`src/rtl/memory_x_sched.sv`:
```
// memory_x_sched: walks the LSTM input-vector memory one timestep at a time,
// forward or reverse, across NSEQ back-to-back sequences. Each vector is
// offered with x_valid/x_ready and the walk waits for step_done before moving on.
module memory_x_sched #(
  parameter  int WIDTH    = 32,
  parameter  int NUM      = 53,
  parameter  int TIMESTEP = 7,
  parameter  int NSEQ     = 2,
  localparam int TW       = (TIMESTEP > 1) ? $clog2(TIMESTEP) : 1,
  localparam int SW       = (NSEQ > 1) ? $clog2(NSEQ) : 1
) (
  input  logic             clk,
  input  logic             rst,
  input  logic             start,
  input  logic             rev,
  input  logic             abort,
  input  logic             x_ready,
  input  logic             step_done,
  output logic [WIDTH-1:0] addr,
  output logic             x_valid,
  output logic [TW-1:0]    t_idx,
  output logic [SW-1:0]    seq_idx,
  output logic             first_step,
  output logic             last_step,
  output logic             busy,
  output logic             done
);

  localparam logic [TW-1:0]    T_LAST   = TW'(TIMESTEP - 1);
  localparam logic [TW-1:0]    T_PENULT = TW'((TIMESTEP > 1) ? TIMESTEP - 2 : 0);
  localparam logic [TW-1:0]    T_ONE    = TW'(1);
  localparam logic [SW-1:0]    SEQ_LAST = SW'(NSEQ - 1);
  localparam logic [WIDTH-1:0] A_NUM    = WIDTH'(NUM);
  localparam logic [WIDTH-1:0] A_REV0   = WIDTH'((TIMESTEP - 1) * NUM);
  // Reverse walk ends a sequence at its base (t=0); the next sequence starts at
  // its own t=TIMESTEP-1, which is (2*TIMESTEP-1) strides further on.
  localparam logic [WIDTH-1:0] A_JUMP_R = WIDTH'((2 * TIMESTEP - 1) * NUM);
  localparam logic             ONE_STEP = (TIMESTEP == 1);

  typedef enum logic [2:0] {
    S_IDLE,
    S_LOAD,
    S_OFFER,
    S_WAIT,
    S_FIN
  } state_t;

  state_t           r_state;
  state_t           w_state_nx;
  logic             w_start_run;
  logic             w_advance;

  logic             r_rev;
  logic [WIDTH-1:0] r_addr;
  logic [TW-1:0]    r_t;
  logic [SW-1:0]    r_seq;
  logic             r_first;
  logic             r_last;

  // State register.
  always_ff @(posedge clk or posedge rst) begin
    if (rst) r_state <= S_IDLE;
    else     r_state <= w_state_nx;
  end

  // Next-state decode; abort overrides every other input.
  always_comb begin
    w_state_nx  = r_state;
    w_start_run = 1'b0;
    w_advance   = 1'b0;
    if (abort) begin
      w_state_nx = S_IDLE;
    end else begin
      case (r_state)
        S_IDLE: begin
          if (start) begin
            w_state_nx  = S_LOAD;
            w_start_run = 1'b1;
          end
        end
        S_LOAD:  w_state_nx = S_OFFER;
        S_OFFER: if (x_ready) w_state_nx = S_WAIT;
        S_WAIT: begin
          if (step_done) begin
            if (r_last && (r_seq == SEQ_LAST)) begin
              w_state_nx = S_FIN;
            end else begin
              w_state_nx = S_LOAD;
              w_advance  = 1'b1;
            end
          end
        end
        S_FIN:   w_state_nx = S_IDLE;
        default: w_state_nx = S_IDLE;
      endcase
    end
  end

  // Address/index datapath: running adders step by one stride per timestep.
  always_ff @(posedge clk or posedge rst) begin
    if (rst) begin
      r_rev   <= 1'b0;
      r_addr  <= '0;
      r_t     <= '0;
      r_seq   <= '0;
      r_first <= 1'b0;
      r_last  <= 1'b0;
    end else if (w_start_run) begin
      r_rev   <= rev;
      r_seq   <= '0;
      r_t     <= rev ? T_LAST : '0;
      r_addr  <= rev ? A_REV0 : '0;
      r_first <= 1'b1;
      r_last  <= ONE_STEP;
    end else if (w_advance) begin
      if (r_last) begin
        r_seq   <= r_seq + SW'(1);
        r_first <= 1'b1;
        r_last  <= ONE_STEP;
        if (r_rev) begin
          r_t    <= T_LAST;
          r_addr <= r_addr + A_JUMP_R;
        end else begin
          r_t    <= '0;
          r_addr <= r_addr + A_NUM;
        end
      end else begin
        r_first <= 1'b0;
        if (r_rev) begin
          r_t    <= r_t - T_ONE;
          r_addr <= r_addr - A_NUM;
          r_last <= (r_t == T_ONE);
        end else begin
          r_t    <= r_t + T_ONE;
          r_addr <= r_addr + A_NUM;
          r_last <= (r_t == T_PENULT);
        end
      end
    end
  end

  assign addr       = r_addr;
  assign t_idx      = r_t;
  assign seq_idx    = r_seq;
  assign first_step = r_first;
  assign last_step  = r_last;
  assign x_valid    = (r_state == S_OFFER);
  assign busy       = (r_state != S_IDLE);
  assign done       = (r_state == S_FIN);

endmodule

```
`config.mk`:
```
export PLATFORM = sky130hd
export DESIGN_NAME = memory_x_sched
export DESIGN_NICKNAME = d
export VERILOG_FILES = /design/src/rtl/memory_x_sched.sv
export SDC_FILE = /design/constraint.sdc
export NUM_CORES = 1
export LEC_CHECK = 0
export CORE_MARGIN = 3
export CORE_UTILIZATION = 45
export DETAILED_ROUTE_END_ITERATION = 8
export PLACE_DENSITY_LB_ADDON = 0.3
export SYNTH_ARGS = -nofsm -noshare
export SYNTH_HDL_FRONTEND = slang
export SYNTH_SLANG_ARGS = --single-unit
```
`constraint.sdc`:
```
create_clock -name clk -period 3 [get_ports clk]
set_input_delay 0.3 -clock clk [delete_from_list [all_inputs] [get_ports clk]]
set_output_delay 0.3 -clock clk [all_outputs]
set_load 0.01 [all_outputs]
```
==> results of run 1 <==
## through the flow
step	util (%)	instance area [um^2]	hold WS, ns
floorplan	-	3800	0.371
global placement	55.1	4390	0.497
detailed placement	55.1	4390	0.495
CTS	56.3	4480	0.351
global route	56.3	4480	0.383
finish	56.3	4480	0.341
## path summary, 6_finish.rpt
kind | startpoint | slack (ns) | depth (start not counted) | end
min | rst | 0.34 | 2 | r_state[0]
max in group asynchronous | rst | 1.87 | 3 | addr[19]
max reg2reg | addr[10] | 0.37 | 7 | addr[30]
min in group clk | r_state[2] | 0.51 | 1 | r_state[0]
min reg2reg | r_state[2] | 0.51 | 1 | r_state[0]
max | addr[10] | 0.37 | 7 | addr[30]
## power by group through the flow
stage / sequential [mW] / combinational, mW / clock, mW
6_report: 0.704 / 0.825 / 0.411
5_1_grt: 0.713 / 0.897 / 0.436
4_1_cts: 0.702 / 0.812 / 0.422
3_5_place_dp: 0.711 / 0.808 / 0
3_3_place_gp: 0.707 / 0.797 / 0
2_1_floorplan: 0.677 / 0.581 / 0
## placed cells by master, fill, tap and decap left out, types with 12 or more instances in the layout
master	netlist	routed
a21oi_1	38	37
a31oi_1	12	12
buf_4	2	21
clkdlybuf4s50_1	0	47
dfrtp_1	42	42
inv_1	19	18
nand2_1	45	45
nand3_1	22	22
nand4_1	20	20
nor2_1	40	40
nor3_1	16	16
o21ai_0	41	41
xnor2_1	14	14
## logic make-up after synthesis
family / after synthesis / share of synthesized area, %
muxes: 6 / 1.65
and+or+nand+nor: 203 / 28.6
adders and majority gates: 5 / 1.65
DFF: 42 / 27.7
buffers and inverters: 65 / 7.01
AOI/OAI and AO/OA: 167 / 29.2
xor gates and xnor gates: 18 / 4.15
## layout make-up
cell class	count	area (um^2)	area share (%)
Sequential cell	42	1050	23.5
Timing Repair Buffer	69	648	14.5
Inverter	20	75.1	1.68
Clock buffer	5	68.8	1.54
Clock inverter	3	25.0	0.558
Multi-Input combinational cell	399	2490	55.5
Tap cell	102	128	2.85
## per-layer routing
| layer | track usage, % | vias to the layer above | wire [um] |
|---|---|---|---|
| li1 | - | 1947 | - |
| met1 | 37.7 | 1998 | 5380 |
| met2 | 38.4 | 285 | 5440 |
| met3 | 7.57 | 39 | 1450 |
| met4 | 7.56 | 0 | 372 |
| met5 | 0 | - | 0 |
## sequential cells by signal, indices dropped and copies added (netlist names)
register,flops
addr,32
first_step,1
last_step,1
r_rev,1
r_state,3
seq_idx,1
t_idx,3
## critical path, delay by kind of cell (launching register included)
kind	cells	cell delay, ns
xor+xnor	1	0.15
compound gates	1	0.23
simple gates	5	1.53
flops	1	0.59
==> flow_summary.json, run 1 <==
{
  "outcome": "finished, final reports clean",
  "synth.avg_cell_area_um2": 7.51,
  "power.density_mw_per_mm2": 433,
  "vias": 4269,
  "ys.flop_type": "dfrtp_1",
  "syn_to_final_growth_pct": 17.9,
  "drt_iter0_markers": 516,
  "drv_cap": 0,
  "crit_type": "flip-flop to flip-flop",
  "drt-total-wl_mm": 12.6,
  "cts_tree": "yes",
  "gr-total-overflow": 0,
  "async_flop_share_pct": 100,
  "dp_hpwl_mm": 8.99,
  "start_util_pct": 47.7,
  "row_count": 32,
  "drive_above_1_share_pct": 9.48,
  "fin_tns_setup_ns": 0,
  "fin_crit_ns": 2.63,
  "drcViolationCount": 0,
  "hold_buffers": 0,
  "rsz0062_at_grt": "no",
  "p_leak_nw": 1.65,
  "start_kind": "flip-flop",
  "worstPathMaxFanout": 12,
  "synth_top_cell_by_area": "dfrtp_1",
  "grt_pass1_vias": 3767,
  "ys_top_cells_by_count": "nand2_1 (45), dfrtp_1 (42), o21ai_0 (41)",
  "end_kind": "flip-flop",
  "final_cells": 640,
  "drv_slew": 0,
  "clkPwrFrac_pct": 21.2,
  "ys_ff_latch": 42,
  "die_x_um": 97.9,
  "insertion_delay_ns": 0.31,
  "io_buffers": 47,
  "min_path_type": "input pin to asynchronous set/reset pin",
  "antenna_found_initial": 0,
  "yosysMostFrequentCell": "nand2_1",
  "netlist_instances": 506,
  "required_ns": 3.19,
  "synth.area.top_cells": "dfrtp_1 (28%), o21ai_0 (5.4%), a21oi_1 (5.0%)",
  "finalSetupViolCount": 0,
  "clock-sinks": 42,
  "dieArea_mm2": 0.00958,
  "num_io_pins": 48,
  "synth_top_area_share_pct": 27.7,
  "total_power_mw": 1.94,
  "track_usage_pct": 26.3,
  "post_cts_buffers": 0,
  "max-vdd-ir-drop_mv": 0.245,
  "grt_max_degree": 35,
  "setup_slack_ns": 0.373,
  "avgViaCountPerCell": 6.67,
  "slowest_delay_ns": 0.69,
  "numCtsBuffers": 5,
  "drt_pre_antenna_iters": 6,
  "p_int_mw": 1.12,
  "fillCellCount": 736,
  "power_frac_comb_pct": 42.5,
  "cts-resized-gates": 0,
  "ys_types": 72,
  "syn-num-nets": 518,
  "fmax_ghz": 0.381,
  "drtAntennaViolNets": 0,
  "grt_pass1_wl_mm": 20.4,
  "arrival_ns": 2.82,
  "synth-edff-count": 0,
  "post-place-ws_ns": 0.450,
  "die_h_um": 97.9,
  "slowest_stage": "or4_1",
  "final_nets": 549,
  "hold_viol": 0,
  "switchingPower_mw": 0.816,
  "seq_area_frac_synth_pct": 27.7,
  "yosysWarnings": 0,
  "skew_ns": 0.0139,
  "sw_frac_of_total_pct": 42.1,
  "n_antenna_cell": 0,
  "clockRootBuffer": "clkbuf_8",
  "dp.cells": 632,
  "cts.path.max_buffers": 2,
  "slew_headroom_pct": 45.3,
  "htree_levels": 2,
  "routedWlPerCell_um": 19.8,
  "worst_slew_pin_slew_ns": 0.816,
  "gp_congestion": 1.07,
  "syn_area_mm2": 0.00380,
  "power.share.sequential_pct": 36.3,
  "crit_chain": "nand4_1 -> or4_1 -> nor4_1 -> nand2_1 -> xnor2_1 -> o2111ai_1 -> nand3_1",
  "clk_pin_slew_ns": 0.10,
  "core_area_mm2": 0.00797,
  "period_share_pct": 87.6
}
(Power assumes the default switching activity.)
==> run 2: changes to the inputs <==
==> constraint.sdc (replaced) <==
create_clock -name clk -period 3 [get_ports clk]
set_input_delay 0.45 -clock clk [delete_from_list [all_inputs] [get_ports clk]]
set_output_delay 0.45 -clock clk [all_outputs]
set_load 0.01 [all_outputs]
==> run 2 against run 1 <==
Against the previous run: non-clock buffer count unchanged; critical path depth unchanged; global-route usage fell by 0.90 points; die area did not move; setup slack worse by 0.0062 ns; hold slack improved by 0.18 ns; sequential power about the same; combinational power shrank 2%; clock skew shrank 0.0046 ns.
==> flow_summary.json, run 2 (synthesis results as in run 1) <==
{
  "multi_input_area_mm2": 0.00249,
  "drt_iter0_markers": 405,
  "switchingPower_mw": 0.808,
  "antenna_found_initial": 0,
  "hold_viol": 0,
  "seq_area_mm2": 0.00105,
  "die_h_um": 97.9,
  "gr-total-overflow": 0,
  "min_path_type": "flip-flop to flip-flop",
  "die_x_um": 97.9,
  "clock-sinks": 42,
  "outcome": "finished, final reports clean",
  "power.share.sequential_pct": 36.6,
  "start_util_pct": 47.7,
  "sw_frac_of_total_pct": 41.8,
  "finalSetupViolCount": 0,
  "layout_commonest_cell": "clkdlybuf4s50_1",
  "period_share_pct": 87.8,
  "dieArea_mm2": 0.00958,
  "power.density_mw_per_mm2": 433,
  "post_cts_buffers": 0,
  "slowest_stage": "or4_1",
  "max-vdd-ir-drop_mv": 0.239,
  "num_io_pins": 48,
  "dp_hpwl_mm": 8.86,
  "clkPwrFrac_pct": 21.6,
  "arrival_ns": 2.82,
  "track_usage_pct": 25.4,
  "skew_ns": 0.00931,
  "crit_type": "flip-flop to flip-flop",
  "fin_crit_ns": 2.63,
  "cts_tree": "yes",
  "hold_buffers": 0,
  "numCtsBuffers": 5,
  "gp_congestion": 1.08,
  "fin_tns_setup_ns": 0,
  "fmax_ghz": 0.380,
  "avgViaCountPerCell": 6.57,
  "final_cell_mix": "clkdlybuf4s50_1 (47), nand2_1 (45), dfrtp_1 (42)",
  "cts.path.max_buffers": 2,
  "p_leak_nw": 1.65,
  "drtAntennaViolNets": 0,
  "post-place-ws_ns": 0.461,
  "grt_pass1_vias": 3815,
  "clk_pin_slew_ns": 0.10,
  "setup_slack_ns": 0.367,
  "final_nets": 549,
  "syn_to_final_growth_pct": 17.6,
  "drcViolationCount": 0,
  "required_ns": 3.19,
  "clockRootBuffer": "clkbuf_8",
  "slew_headroom_pct": 61.2,
  "drt_pre_antenna_iters": 6,
  "cts-resized-gates": 0,
  "largest_register_ffs": 32,
  "start_kind": "flip-flop",
  "end_kind": "flip-flop",
  "vias": 4207,
  "crit_chain": "nand4_1 -> or4_1 -> nor4_1 -> nand2_1 -> xnor2_1 -> o2111ai_1 -> nand3_1",
  "routedWlPerCell_um": 19.2,
  "insertion_delay_ns": 0.31,
  "drive_above_1_share_pct": 9.48,
  "grt_pass1_wl_mm": 20.2,
  "grt_max_degree": 43,
  "rsz0062_at_grt": "no",
  "n_antenna_cell": 0,
  "drv_cap": 0,
  "row_count": 32,
  "worstPathMaxFanout": 12,
  "core_area_mm2": 0.00797,
  "p_int_mw": 1.13,
  "io_buffers": 47,
  "drt-total-wl_mm": 12.3,
  "power_frac_comb_pct": 41.8,
  "drv_slew": 0,
  "fillCellCount": 748,
  "worst_slew_pin_slew_ns": 0.577,
  "slowest_delay_ns": 0.70,
  "htree_levels": 2
}
-- run 2: cell count changes in the layout (fill, tap and decap cells not counted) --
cell,previous run,this run
buf_4,21,22
inv_6,1,3
buf_12,1,0
clkinv_4,1,0
clkinvlp_4,1,0
-- run 2: stage by stage --
step / hold slack [ns] / util (%) / cell area, um^2 / total power, mW / cells
finish: 0.519 / 56.1 / 4470 / 1.93 / 640
global route: 0.570 / 56.1 / 4470 / 2.05 / 640
CTS: 0.520 / 56.1 / 4470 / 1.93 / 640
detailed placement: 0.508 / 54.9 / 4380 / 1.51 / 632
global placement: 0.497 / 54.9 / 4380 / 1.50 / 632
floorplan: 0.461 / - / 3800 / 1.26 / 506
-- run 2: layer usage --
metal  vias to the layer above  wire [um]  global-route usage [%]
li1                       1949          -                       -
met1                      1979       5340                    37.4
met2                       256       5520                    38.4
met3                        23       1220                    4.71
met4                         0        220                    6.18
met5                         -          0                       0
-- run 2: critical path, delay by kind of cell (launching register included) --
kind            cells  cell delay, ns
flops               1            0.61
compound gates      1            0.19
xor+xnor            1            0.15
simple gates        5            1.56
-- run 2: area by class of cell --
| type | instances | area share (%) |
|---|---|---|
| Multi-Input combinational cell | 399 | 55.6 |
| Sequential cell | 42 | 23.5 |
| Inverter | 20 | 1.68 |
| Clock buffer | 5 | 1.54 |
| Tap cell | 102 | 2.85 |
| Timing Repair Buffer | 69 | 14.2 |
| Clock inverter | 3 | 0.588 |
-- run 2: final timing paths --
check                            from          to  slack, ns  depth (start not counted)
setup / recovery             addr[10]    addr[30]       0.37                          7
hold / removal             r_state[2]  r_state[0]       0.52                          1
setup reg to reg             addr[10]    addr[30]       0.37                          7
hold reg to reg            r_state[2]  r_state[0]       0.52                          1
max in group asynchronous         rst    addr[17]       2.03                          3
min in group asynchronous         rst  r_state[1]       0.57                          3
-- run 2: power by group through the flow --
stage | registers [mW] | logic [mW] | clock network (mW)
2_1_floorplan | 0.677 | 0.581 | 0
3_3_place_gp | 0.715 | 0.784 | 0
3_5_place_dp | 0.717 | 0.798 | 0
4_1_cts | 0.706 | 0.801 | 0.424
5_1_grt | 0.720 | 0.883 | 0.451
6_report | 0.707 | 0.809 | 0.418
==> run 3: changes to the inputs <==
Settings changed: MAX_ROUTING_LAYER set to met4.
==> run 3 against run 2 <==
Against the previous run: clock power down 5.7%; maximum frequency down 2.2%; sequential cell count unchanged; total power down 1.4%; clock skew down 0.0017 ns.
==> flow_summary.json, run 3 (synthesis results as in run 1) <==
{
  "worstPathMaxFanout": 15,
  "n_antenna_cell": 0,
  "layout_commonest_cell": "clkdlybuf4s50_1",
  "seq_area_mm2": 0.00105,
  "end_kind": "flip-flop",
  "die_h_um": 97.9,
  "fmax_ghz": 0.371,
  "p_leak_nw": 1.64,
  "drive_above_1_share_pct": 9.31,
  "drv_slew": 0,
  "syn_to_final_growth_pct": 17.3,
  "core_area_mm2": 0.00797,
  "crit_chain": "nor2_1 -> and3_1 -> and2_1 -> or3b_2 -> a211o_1 -> o21ai_0",
  "arrival_ns": 2.92,
  "drtAntennaViolNets": 0,
  "drt_iter0_markers": 512,
  "utilization_pct": 56.0,
  "clkPwrFrac_pct": 20.7,
  "clock-sinks": 42,
  "num_io_pins": 48,
  "row_count": 32,
  "sw_frac_of_total_pct": 41.8,
  "cts.path.max_buffers": 2,
  "htree_levels": 2,
  "drt-total-wl_mm": 12.6,
  "antenna_found_initial": 0,
  "gp_congestion": 1.07,
  "grt_max_degree": 43,
  "slowest_stage": "and3_1",
  "drt_pre_antenna_iters": 6,
  "grt_pass1_vias": 3836,
  "skew_ns": 0.00765,
  "max-vdd-ir-drop_mv": 0.243,
  "io_buffers": 47,
  "outcome": "finished, final reports clean",
  "routedWlPerCell_um": 19.7,
  "clockRootBuffer": "clkbuf_8",
  "post_cts_buffers": 0,
  "drcViolationCount": 0,
  "dp_hpwl_mm": 8.80,
  "min_path_type": "flip-flop to flip-flop",
  "final_cell_mix": "clkdlybuf4s50_1 (47), nand2_1 (45), dfrtp_1 (42)",
  "p_int_mw": 1.11,
  "required_ns": 3.23,
  "cts_tree": "yes",
  "insertion_delay_ns": 0.31,
  "vias": 4215,
  "power_frac_comb_pct": 41.6,
  "final_nets": 548,
  "start_util_pct": 47.7,
  "finalSetupViolCount": 0,
  "slew_headroom_pct": 51.2,
  "hold_buffers": 0,
  "dieArea_mm2": 0.00958,
  "worst_slew_pin_slew_ns": 0.726,
  "grt_pass1_wl_mm": 20.5,
  "die_x_um": 97.9,
  "power.density_mw_per_mm2": 428,
  "period_share_pct": 89.7,
  "start_kind": "flip-flop",
  "hold_viol": 0,
  "drv_cap": 0,
  "crit_type": "flip-flop to flip-flop",
  "avgViaCountPerCell": 6.60,
  "slowest_delay_ns": 0.62,
  "gr-total-overflow": 0,
  "fin_tns_setup_ns": 0,
  "track_usage_pct": 26.7,
  "final_cells": 639,
  "fin_crit_ns": 2.69,
  "rsz0062_at_grt": "no",
  "clk_pin_slew_ns": 0.10,
  "largest_register_ffs": 32,
  "cts-resized-gates": 0,
  "numCtsBuffers": 5,
  "dp.cells": 631,
  "switchingPower_mw": 0.797,
  "fillCellCount": 768,
  "power.share.sequential_pct": 37.7,
  "multi_input_area_mm2": 0.00249
}
run 3: power by group through the flow:
stage | logic (mW) | registers (mW) | clock network [mW]
floorplan | 0.581 | 0.677 | 0
global placement | 0.775 | 0.723 | 0
detailed placement | 0.779 | 0.726 | 0
CTS | 0.783 | 0.716 | 0.404
global route | 0.862 | 0.732 | 0.425
finish | 0.794 | 0.719 | 0.394
run 3: worst paths after layout:
path	startpoint	to	slack (ns)	depth (start not counted)
worst max-delay path	addr[7]	addr[15]	0.31	6
worst min-delay path	r_state[2]	r_state[0]	0.52	1
worst max register to register	addr[7]	addr[15]	0.31	6
worst min register to register	r_state[2]	r_state[0]	0.52	1
max in group asynchronous	rst	addr[13]	1.99	3
min in group asynchronous	rst	r_state[1]	0.59	3
run 3: cell type report:
class,instances,share of cell area (%)
multi-input combinational,399,55.8
tap,102,2.86
timing repair buffer,68,14.1
sequential,42,23.6
clock inverter,3,0.477
inverter,20,1.68
clock buffer,5,1.54
run 3: per-layer routing:
| metal | track usage (%) | part of all wire [%] |
|---|---|---|
| met2 | 39.2 | 44 |
| met4 | 6.71 | 2.1 |
| met3 | 4.14 | 10 |
| met5 | - | 0 |
| met1 | 38.4 | 44 |
run 3: worst max-delay path, delay by kind of cell, from the launching register on:
family | cells | cell delay [ns]
flip-flops | 1 | 0.54
AO/OA/AOI/OAI | 2 | 0.36
AND/OR/NAND/NOR | 4 | 1.70
run 3: stage by stage:
stage / cell area (um^2) / setup slack, ns / power, mW / hold WS, ns
2_1_floorplan: 3800 / 0.670 / 1.26 / 0.461
3_3_place_gp: 4370 / 0.428 / 1.50 / 0.495
3_5_place_dp: 4370 / 0.392 / 1.51 / 0.499
4_1_cts: 4460 / 0.353 / 1.90 / 0.512
5_1_grt: 4460 / 0.146 / 2.02 / 0.545
6_report: 4460 / 0.308 / 1.91 / 0.520
